## config.mk

```make
export PLATFORM = sky130hd
export DESIGN_NAME = dcache_miss_ctrl
export DESIGN_NICKNAME = d
export VERILOG_FILES = /design/src/rtl/dcache_pkg.sv /design/src/rtl/sat_counter.sv /design/src/rtl/dcache_miss_ctrl.sv
export SDC_FILE = /design/constraint.sdc
export NUM_CORES = 1
export LEC_CHECK = 0
export CAP_MARGIN = 40
export CORE_ASPECT_RATIO = 1.5
export CORE_MARGIN = 10
export CORE_UTILIZATION = 40
export DETAILED_ROUTE_END_ITERATION = 10
export PLACE_DENSITY = 0.77
export SYNTH_ARGS = -nofsm -noshare
export SYNTH_HDL_FRONTEND = slang
export SYNTH_SLANG_ARGS = --single-unit
```

## constraint.sdc

```tcl
create_clock -name CLK -period 1.6 [get_ports CLK]
set_clock_uncertainty 0.1 [all_clocks]
set_input_delay 0.48 -clock CLK [delete_from_list [all_inputs] [get_ports CLK]]
set_output_delay 0.48 -clock CLK [all_outputs]
set_load 0.03 [all_outputs]
```

## src/rtl/dcache_pkg.sv

```systemverilog
`default_nettype none
// ============================================================================
//  Module      : dcache_pkg
//  Description : Shared types and default widths for the data-cache miss
//                controller: the controller state encoding and the default
//                data, address and performance-counter widths.
//  Revision    : 1.0  initial release
// ============================================================================
package dcache_pkg;

    localparam int c_DATA_WIDTH    = 32;
    localparam int c_ADDRESS_WIDTH = 32;
    localparam int c_CNT_WIDTH     = 32;

    // Controller states, explicitly encoded in two bits.
    typedef enum logic [1:0] {
        IDLE = 2'd0,
        BUSY = 2'd1,
        DONE = 2'd2
    } dcache_state_t;

endpackage : dcache_pkg
`default_nettype wire

```

## src/rtl/sat_counter.sv

```systemverilog
`default_nettype none
// ============================================================================
//  Module      : sat_counter
//  Description : Up-counter that increments by one on each cycle with i_inc
//                high and holds at all-ones instead of wrapping.
//  Ports       : clk     - clock
//                rst     - synchronous active-high reset (count to zero)
//                i_inc   - increment request
//                o_count - current count
//  Revision    : 1.0  initial release
// ============================================================================
module sat_counter #(
    parameter int WIDTH = 32
) (
    input  logic             clk,
    input  logic             rst,
    input  logic             i_inc,
    output logic [WIDTH-1:0] o_count
);

    localparam logic [WIDTH-1:0] c_MAX = {WIDTH{1'b1}};

    logic [WIDTH-1:0] r_count;

    always_ff @(posedge clk) begin
        if (rst) begin
            r_count <= '0;
        end else if (i_inc && (r_count != c_MAX)) begin
            r_count <= r_count + WIDTH'(1);
        end
    end

    assign o_count = r_count;

endmodule : sat_counter
`default_nettype wire

```

## src/rtl/dcache_miss_ctrl.sv

```systemverilog
`default_nettype none
// ============================================================================
//  Module      : dcache_miss_ctrl
//  Description : Memory-stage data-cache sequencer. A load miss or any store
//                stalls the pipeline and runs one request/acknowledge
//                transaction with the backing data memory. Loads then get the
//                refill word and a one-cycle cache fill command.
//  Build macro : DCACHE_PERF_CNT_EN - adds saturating HitCnt/MissCnt ports.
//  Ports       : CLK, RST            - clock, synchronous active-high reset
//                MemReadM/MemWriteM  - memory-stage load / store
//                AddrM, WriteDataM   - memory-stage address and store data
//                hit                 - cache tag match for AddrM
//                MemAck, MemRData    - backing-memory completion and data
//                StallM              - pipeline freeze
//                MemReq/MemWe/MemAddr/MemWData - backing-memory request
//                FillEn, RefillValid, RefillData - load refill outputs
//                HitCnt, MissCnt     - performance counters (macro only)
//  Revision    : 1.0  initial release
// ============================================================================
module dcache_miss_ctrl
    import dcache_pkg::*;
#(
    parameter int DATA_WIDTH    = c_DATA_WIDTH,
    parameter int ADDRESS_WIDTH = c_ADDRESS_WIDTH,
    parameter int CNT_WIDTH     = c_CNT_WIDTH
) (
    input  logic                     CLK,
    input  logic                     RST,
    input  logic                     MemReadM,
    input  logic                     MemWriteM,
    input  logic [ADDRESS_WIDTH-1:0] AddrM,
    input  logic [DATA_WIDTH-1:0]    WriteDataM,
    input  logic                     hit,
    input  logic                     MemAck,
    input  logic [DATA_WIDTH-1:0]    MemRData,
    output logic                     StallM,
    output logic                     MemReq,
    output logic                     MemWe,
    output logic [ADDRESS_WIDTH-1:0] MemAddr,
    output logic [DATA_WIDTH-1:0]    MemWData,
    output logic                     FillEn,
    output logic                     RefillValid,
    output logic [DATA_WIDTH-1:0]    RefillData
`ifdef DCACHE_PERF_CNT_EN
    ,
    output logic [CNT_WIDTH-1:0]     HitCnt,
    output logic [CNT_WIDTH-1:0]     MissCnt
`endif
);

    dcache_state_t            r_state;
    logic                     r_memReq;
    logic                     r_memWe;
    logic [ADDRESS_WIDTH-1:0] r_memAddr;
    logic [DATA_WIDTH-1:0]    r_memWData;
    logic                     r_fillEn;
    logic                     r_refillValid;
    logic [DATA_WIDTH-1:0]    r_refillData;

    logic w_start;
    logic w_idle;

    // A store always goes to backing memory (write-through); a simultaneous
    // read and write is therefore treated as a store.
    assign w_start = MemWriteM | (MemReadM & ~hit);
    assign w_idle  = (r_state == IDLE);

    // Combinational so the stall rises in the very cycle the miss is seen.
    assign StallM = (w_idle & w_start) | (r_state == BUSY);

    always_ff @(posedge CLK) begin
        if (RST) begin
            r_state       <= IDLE;
            r_memReq      <= 1'b0;
            r_memWe       <= 1'b0;
            r_memAddr     <= '0;
            r_memWData    <= '0;
            r_fillEn      <= 1'b0;
            r_refillValid <= 1'b0;
            r_refillData  <= '0;
        end else begin
            // Fill command and refill select are single-cycle (DONE only).
            r_fillEn      <= 1'b0;
            r_refillValid <= 1'b0;
            case (r_state)
                IDLE: begin
                    if (w_start) begin
                        r_state    <= BUSY;
                        r_memReq   <= 1'b1;
                        r_memWe    <= MemWriteM;
                        r_memAddr  <= AddrM;
                        r_memWData <= WriteDataM;
                    end
                end
                BUSY: begin
                    if (MemAck) begin
                        r_state  <= DONE;
                        r_memReq <= 1'b0;
                        if (!r_memWe) begin
                            r_refillData  <= MemRData;
                            r_fillEn      <= 1'b1;
                            r_refillValid <= 1'b1;
                        end
                    end
                end
                // The stalled instruction leaves M on this edge, so start is
                // deliberately not looked at here to avoid a re-issue.
                DONE: begin
                    r_state <= IDLE;
                end
                default: begin
                    r_state  <= IDLE;
                    r_memReq <= 1'b0;
                end
            endcase
        end
    end

    assign MemReq      = r_memReq;
    assign MemWe       = r_memWe;
    assign MemAddr     = r_memAddr;
    assign MemWData    = r_memWData;
    assign FillEn      = r_fillEn;
    assign RefillValid = r_refillValid;
    assign RefillData  = r_refillData;

`ifdef DCACHE_PERF_CNT_EN
    logic w_hitInc;
    logic w_missInc;

    assign w_hitInc  = w_idle & MemReadM & hit & ~MemWriteM;
    // Only a load can start a transaction without MemWriteM.
    assign w_missInc = w_idle & MemReadM & ~hit & ~MemWriteM;

    sat_counter #(
        .WIDTH (CNT_WIDTH)
    ) u_hitCnt (
        .clk     (CLK),
        .rst     (RST),
        .i_inc   (w_hitInc),
        .o_count (HitCnt)
    );

    sat_counter #(
        .WIDTH (CNT_WIDTH)
    ) u_missCnt (
        .clk     (CLK),
        .rst     (RST),
        .i_inc   (w_missInc),
        .o_count (MissCnt)
    );
`endif

endmodule : dcache_miss_ctrl
`default_nettype wire

```

==> results.py, run 1 <==
metrics = {
    "run_status": {
        "status": "complete, but fails checks",
        "failed_checks": "setup timing",
    },
    "finish": {
        "final_design_area_no_fill_sq_mm": 0.006680,
        "most_common_library_cell_in_the_layout_ignoring_fill_and_taps": "sky130_fd_sc_hd__nand2b_1",
        "mostFrequentLayoutCells": "128 x sky130_fd_sc_hd__nand2b_1, 101 x sky130_fd_sc_hd__buf_4, 99 x sky130_fd_sc_hd__dfxtp_1",
        "area_delta_synth_final_pct": 55.34,
        "final_cells": 791,
        "num_antenna_cells": 0,
        "drive_gt1_frac": 0.2457,
        "nets": 744,
    },
    "synth": {
        "post_synth_instance_area_sq_mm": 0.004300,
        "yosysUniqueCellTypes": 25,
        "synth_compound_area_frac": 0.05644,
        "synth-seq-cells": 101,
        "ys_warnings": 0,
        "dominant_combinational_cell_family_by_area_after_synthesis": "simple AND/OR/NAND/NOR gates",
        "yosys.area.top_type_share": 0.4702,
        "syn-mean-instance-area_sq_um": 9.729,
        "postSynthNetCount": 544,
        "synth.area.mux_share": 0.1490,
        "synth_area_leaders": "sky130_fd_sc_hd__dfxtp_1 47%, sky130_fd_sc_hd__nand2b_1 19%, sky130_fd_sc_hd__mux2i_1 15%, sky130_fd_sc_hd__nand2_1 5.8%, sky130_fd_sc_hd__a21oi_1 3.0%",
        "yosys.area_share.xor_xnor": 0,
        "synth-simple-area-share": 0.2575,
        "yosys.area_share.adder": 0,
        "seq_area_frac_synth": 0.4702,
        "post_synthesis_cells": 442,
        "synth.largest_area_cell": "sky130_fd_sc_hd__dfxtp_1",
    },
    "cts": {
        "tritoncts.num_buffers": 9,
        "cts_root_buffer": "sky130_fd_sc_hd__clkbuf_16",
        "cts-root-to-sink-buffers": 2,
        "cts_htree_levels": 3,
        "cts.reportedPaths.clkPinSlew_ps": 70,
        "clock_tree_from_tritoncts": "done",
        "clk_latency_ps": 340,
        "numClockSinks": 101,
    },
    "timing": {
        "finalSetupTns_ps": -95.29,
        "finalMaxSlewViolations": 0,
        "post-route-period-util": 1.060,
        "rsz0062_at_grt": "yes",
        "timing.final.ws_setup_ps": -95.29,
        "period_minus_slack_ps": 1695,
        "finalHoldViolations": 0,
        "slew_headroom": 0.8302,
        "setup_viol_count_final": 1,
        "timing.fmax_mhz": 589.9,
        "worst_slew_pin_slew_ps": 254.3,
    },
    "power": {
        "net-switching-power_w": 0.001900,
        "switching_share": 0.2939,
        "p_int_w": 0.004564,
        "power.leakage_nw": 2.801,
        "vdd.ir_drop.worst_mv": 0.5473,
        "clkPwrFrac": 0.315,
        "comb_power_share": 0.250,
        "areal_power_density_over_the_cells_mw_per_mm2": 967.7,
        "power_frac_seq": 0.435,
    },
    "hold_path": {
        "worst_hold_path.num_cells": 2,
        "hold_path_class": "flip-flop to flip-flop",
        "min_from": "RefillData[25]",
    },
    "critical_path": {
        "path_depth": 4,
        "worstReg2RegStart": "r_state[1]",
        "r2r_end": "RefillData[27]",
        "cp.required_ps": 1020,
        "startpoint": "MemWriteM",
        "critPathTopFamily": "buffers and inverters",
        "worst-r2r-setup-slack_ps": 90,
        "worstSetupEndpoint": "StallM",
        "criticalPathCategory": "input pin to output pin",
        "timing.critical_path.slowest_stage_cell": "sky130_fd_sc_hd__clkdlybuf4s15_1",
        "cpMostUsedCell": "sky130_fd_sc_hd__o21ai_2",
        "cpPeakStageDelay_ps": 220,
        "cp_endpoint_kind": "output pin",
        "count_of_buffering_cells_on_the_critical_path_with_inverters_included": 2,
        "setup.worst_path.start_class": "input pin",
        "cp_cell_sequence": "clkdlybuf4s15_1 > o21ai_2 > o21ai_2 > buf_6",
        "reg2reg_depth": 6,
        "worst-endpoint-arrival_ps": 1120,
        "timing.critical_path.fanout_max": 2,
    },
    "floorplanning": {
        "ioPinCount": 203,
        "die_area_sq_mm": 0.01538,
        "floorplan.core_area_sq_mm": 0.01053,
        "start_util": 0.4083,
        "die_h_microns": 147.0,
        "die_x_microns": 104.7,
        "core.rowCount": 46,
    },
    "place": {
        "post_dp_cell_area_sq_mm": 0.006321,
        "placedCellCount": 770,
        "hpwl_mm": 10.08,
        "portbufs": 202,
        "dp_slack_ps": -498.3,
        "gp_routability_congestion": 0.7915,
    },
    "routing": {
        "final_antenna_net_count": 0,
        "drtIter0Drc": 107,
        "detail_route.first_pass.iterations": 4,
        "drc": 0,
        "via_count": 3681,
        "totalWireLength_mm": 13.10,
        "routed_via_density": 4.654,
        "avgRoutedWirePerCell_microns": 16.56,
    },
    "global_routing": {
        "track_usage": 0.1660,
        "grt_first_pass_wirelength_mm": 20.85,
        "grt_antenna_before_repair": 0,
        "grt_pass1_vias": 3905,
        "grt_max_degree": 42,
        "gr_ovfl_total": 0,
    },
    "run": {
        "max_cap_violations": 0,
    },
}
==> final cells by class <==
| type | instances | area, sq um |
|---|---|---|
| clock buffers | 9 | 225.2 |
| clock inverters | 7 | 50.05 |
| fillers | 909 | 3852 |
| inverters | 1 | 3.754 |
| multi-input cells | 306 | 2017 |
| flip-flops and latches | 101 | 2027 |
| well taps | 144 | 180.2 |
| repair buffers | 223 | 2177 |
==> cell usage after synthesis <==
cell / number
sky130_fd_sc_hd__inv_1: 1
sky130_fd_sc_hd__nor3_1: 1
sky130_fd_sc_hd__buf_12: 6
sky130_fd_sc_hd__clkbuf_1: 14
sky130_fd_sc_hd__nor2_1: 1
sky130_fd_sc_hd__or3_1: 1
sky130_fd_sc_hd__buf_4: 1
sky130_fd_sc_hd__buf_8: 1
sky130_fd_sc_hd__clkbuf_8: 3
sky130_fd_sc_hd__nand2b_1: 128
sky130_fd_sc_hd__a21bo_2: 1
sky130_fd_sc_hd__clkbuf_4: 1
sky130_fd_sc_hd__buf_2: 8
sky130_fd_sc_hd__a21oi_2: 9
sky130_fd_sc_hd__dfxtp_1: 101
sky130_fd_sc_hd__nor2b_1: 1
sky130_fd_sc_hd__nand4bb_1: 1
sky130_fd_sc_hd__a21oi_1: 26
sky130_fd_sc_hd__nand2_1: 66
sky130_fd_sc_hd__nand3b_1: 1
sky130_fd_sc_hd__and4bb_2: 1
sky130_fd_sc_hd__o21ai_0: 3
sky130_fd_sc_hd__nor2_2: 1
sky130_fd_sc_hd__o21a_2: 1
sky130_fd_sc_hd__mux2i_1: 64
==> sequential cells by signal, indices dropped and copies added (netlist names) <==
signal / flops
MemAddr: 32
MemReq: 1
MemWData: 32
MemWe: 1
RefillData: 32
RefillValid: 1
r_state: 2
==> power groups by stage <==
stage | sequential, W | clock (W) | combinational, W
floorplan | 0.00320 | 0 | 0.000562
global placement | 0.00286 | 0 | 0.00159
detailed placement | 0.00287 | 0 | 0.00161
CTS | 0.00281 | 0.00210 | 0.00163
global route | 0.00283 | 0.00221 | 0.00172
finish | 0.00281 | 0.00204 | 0.00162
==> worst min-delay path by stage <==
stage                                end  slack, ps
after global routing       RefillData[3]        380
after global placement    RefillData[11]        340
after CTS                 RefillData[25]        360
after detailed placement  RefillData[25]        350
final                     RefillData[25]        360
after floorplan               r_state[1]        410
==> logic make-up (layout without fill, tap and decap cells) <==
| kind of cell | Yosys count | count (layout) |
|---|---|---|
| buf+inv | 35 | 240 |
| flops | 101 | 101 |
| compound gates | 40 | 40 |
| mux | 64 | 64 |
| simple gates | 202 | 202 |
==> tightest hold or removal path: stages (launching register included) <==
cell	delay (ps)
sky130_fd_sc_hd__dfxtp_1	310
sky130_fd_sc_hd__nand2_1	50
sky130_fd_sc_hd__a21oi_1	50
==> per-layer routing <==
metal	up-vias	share of wire	track usage
met5	-	0	0
met4	0	0.013	0.04683
met3	17	0.097	0.06961
met2	152	0.48	0.2715
met1	1690	0.41	0.1945
li1	1822	-	-
==> timing repair <==
item	CTS	global route
buffers inserted	4	0
pin swaps	3	2
endpoints found under the setup margin	66	5
cloned	0	1
gates resized for setup	20	1
hold endpoints to repair	0	0
hold buffers	0	0
==> per-stage QoR <==
stage / util / power, W / hold slack [ps]
floorplan: - / 0.003759 / 414.7
global placement: 0.6001 / 0.004442 / 342.5
detailed placement: 0.6001 / 0.004473 / 347.7
CTS: 0.6316 / 0.006543 / 357.6
global route: 0.6342 / 0.006759 / 378.3
finish: 0.6342 / 0.006464 / 356.6
(Power assumes the default switching activity.)
==> run 2, diff against run 1 <==
- SLEW_MARGIN: unset -> 20
==> results of run 2 <==
Same layout as run 1: the final DEF is identical, and so are final timing and power.
==> run 3, diff against run 2 <==
- CORE_UTILIZATION: 40 -> 41
- PLACE_DENSITY: 0.77 -> 0.78
==> run 3 against run 2 <==
The run still ends with setup timing left; count of clock-buffer cells in the layout increased by 2; global-route usage fell by 0.77 points; die area shrank 2.0%; largest cell class unchanged; utilization increased by 1.6 points; sequential cell count unchanged; sequential share of layout area increased by 0.25 points; largest power group unchanged.
==> results.py, run 3 (synthesis results as in run 1) <==
metrics = {
    "finish": {
        "num_antenna_cells": 0,
        "area_delta_synth_final_pct": 54.06,
        "mostFrequentLayoutCells": "128 x sky130_fd_sc_hd__nand2b_1, 100 x sky130_fd_sc_hd__buf_4, 99 x sky130_fd_sc_hd__dfxtp_1",
        "final_cells": 785,
        "fillerInstances": 815,
        "nets": 742,
        "most_common_library_cell_in_the_layout_ignoring_fill_and_taps": "sky130_fd_sc_hd__nand2b_1",
        "drive_gt1_frac": 0.2422,
    },
    "run_status": {
        "status": "complete, but fails checks",
        "failed_checks": "setup timing",
    },
    "routing": {
        "drc": 0,
        "final_antenna_net_count": 0,
        "detail_route.first_pass.iterations": 4,
        "routed_via_density": 4.604,
        "via_count": 3614,
        "totalWireLength_mm": 12.19,
        "avgRoutedWirePerCell_microns": 15.53,
        "drtIter0Drc": 110,
    },
    "critical_path": {
        "criticalPathCategory": "input pin to output pin",
        "critPathTopFamily": "compound AO/OA/AOI/OAI gates",
        "timing.critical_path.slowest_stage_cell": "sky130_fd_sc_hd__o21ai_2",
        "cp_cell_sequence": "buf_2 > nor2b_4 > o21ai_2 > o21ai_2 > buf_6",
        "worst-endpoint-arrival_ps": 1090,
        "cpPeakStageDelay_ps": 170,
        "cp.required_ps": 1020,
        "setup.worst_path.start_class": "input pin",
        "cp_endpoint_kind": "output pin",
        "timing.critical_path.fanout_max": 2,
        "cpMostUsedCell": "sky130_fd_sc_hd__o21ai_2",
        "count_of_buffering_cells_on_the_critical_path_with_inverters_included": 2,
    },
    "timing": {
        "finalHoldViolations": 0,
        "finalSetupTns_ps": -73.11,
        "period_minus_slack_ps": 1673,
        "fin_hold_ws_ps": 355.5,
        "slew_headroom": 0.8335,
        "setup_viol_count_final": 1,
        "post-route-period-util": 1.046,
        "rsz0062_at_grt": "yes",
        "timing.final.ws_setup_ps": -73.11,
        "timing.fmax_mhz": 597.7,
        "finalMaxSlewViolations": 0,
        "worst_slew_pin_slew_ps": 249.8,
    },
    "power": {
        "vdd.ir_drop.worst_mv": 0.4651,
        "finalPower_w": 0.006572,
        "p_int_w": 0.004771,
        "switching_share": 0.2741,
        "clkPwrFrac": 0.332,
        "comb_power_share": 0.241,
        "power.leakage_nw": 2.775,
        "power_frac_seq": 0.427,
        "areal_power_density_over_the_cells_mw_per_mm2": 992.0,
        "net-switching-power_w": 0.001801,
    },
    "place": {
        "dp_slack_ps": -512.0,
        "gp_routability_congestion": 0.7192,
        "portbufs": 202,
        "hpwl_mm": 9.426,
        "placedCellCount": 765,
    },
    "cts": {
        "cts_root_buffer": "sky130_fd_sc_hd__clkbuf_16",
        "postCtsHoldBufs": 0,
        "cts-root-to-sink-buffers": 2,
        "clk_latency_ps": 330,
        "clock_tree_from_tritoncts": "done",
        "numClockSinks": 101,
        "cts_htree_levels": 3,
        "tritoncts.num_buffers": 9,
        "cts.reportedPaths.clkPinSlew_ps": 70,
    },
    "global_routing": {
        "grt_first_pass_wirelength_mm": 19.82,
        "grt_max_degree": 80,
        "grt_antenna_before_repair": 0,
        "track_usage": 0.1583,
        "grt_pass1_vias": 3703,
        "gr_ovfl_total": 0,
    },
    "floorplanning": {
        "die_area_sq_mm": 0.01507,
        "start_util": 0.4220,
        "ioPinCount": 203,
        "floorplan.core_area_sq_mm": 0.01019,
        "die_h_microns": 145.4,
        "core.rowCount": 45,
        "die_x_microns": 103.6,
    },
    "run": {
        "max_cap_violations": 0,
    },
    "hold_path": {
        "hold_path_class": "flip-flop to flip-flop",
    },
}
[run 3: metal layers]
| metal | vias to the layer above | track usage | wire length (microns) |
|---|---|---|---|
| met5 | - | 0 | 0 |
| met4 | 0 | 0.04816 | 168 |
| met3 | 12 | 0.07481 | 1125 |
| met2 | 151 | 0.2478 | 5657 |
| met1 | 1636 | 0.1871 | 5239 |
| li1 | 1815 | - | - |
[run 3: metrics by stage]
stage	area, sq um	util
2_1_floorplan	4304	-
3_3_place_gp	6262	0.6145
3_5_place_dp	6262	0.6145
4_1_cts	6625	0.6501
5_1_grt	6625	0.6501
6_report	6625	0.6501
[run 3: timing repair]
action / CTS / global route
buffers inserted: 5 / 0
pin swaps: 3 / 0
resized for setup: 33 / 0
setup endpoints to repair: 70 / 1
[run 3: final timing paths]
check / start / to / slack, ps / depth (start not counted)
min reg2reg: RefillData[25] / RefillData[25] / 360 / 2
max: MemReadM / StallM / -70 / 5
max reg2reg: r_state[1] / RefillData[21] / 150 / 6
min: RefillData[25] / RefillData[25] / 360 / 2
[run 3: power by group through the flow]
stage               sequential, W  clock (W)  combinational, W
floorplan                 0.00320          0          0.000562
detailed placement        0.00287          0           0.00158
global placement          0.00286          0           0.00156
finish                    0.00281    0.00218           0.00158
global route              0.00283    0.00236           0.00168
CTS                       0.00281    0.00224           0.00160
[run 3: layout make-up]
type / instances / area [sq um] / share of cell area
Timing Repair Buffer: 221 / 2101 / 0.3171
Sequential cell: 101 / 2027 / 0.3059
Multi-Input combinational cell: 306 / 2017 / 0.3044
Clock buffer: 11 / 252.7 / 0.03815
Tap cell: 141 / 176.4 / 0.02663
Clock inverter: 4 / 47.55 / 0.007177
Inverter: 1 / 3.754 / 0.0005666
[run 3: worst reg2reg max path: cells and delay by family, from the launching register on]
family / cells / cell delay [ps]
buf+inv: 3 / 420
simple gates: 2 / 400
flops: 1 / 340
compound gates: 1 / 130
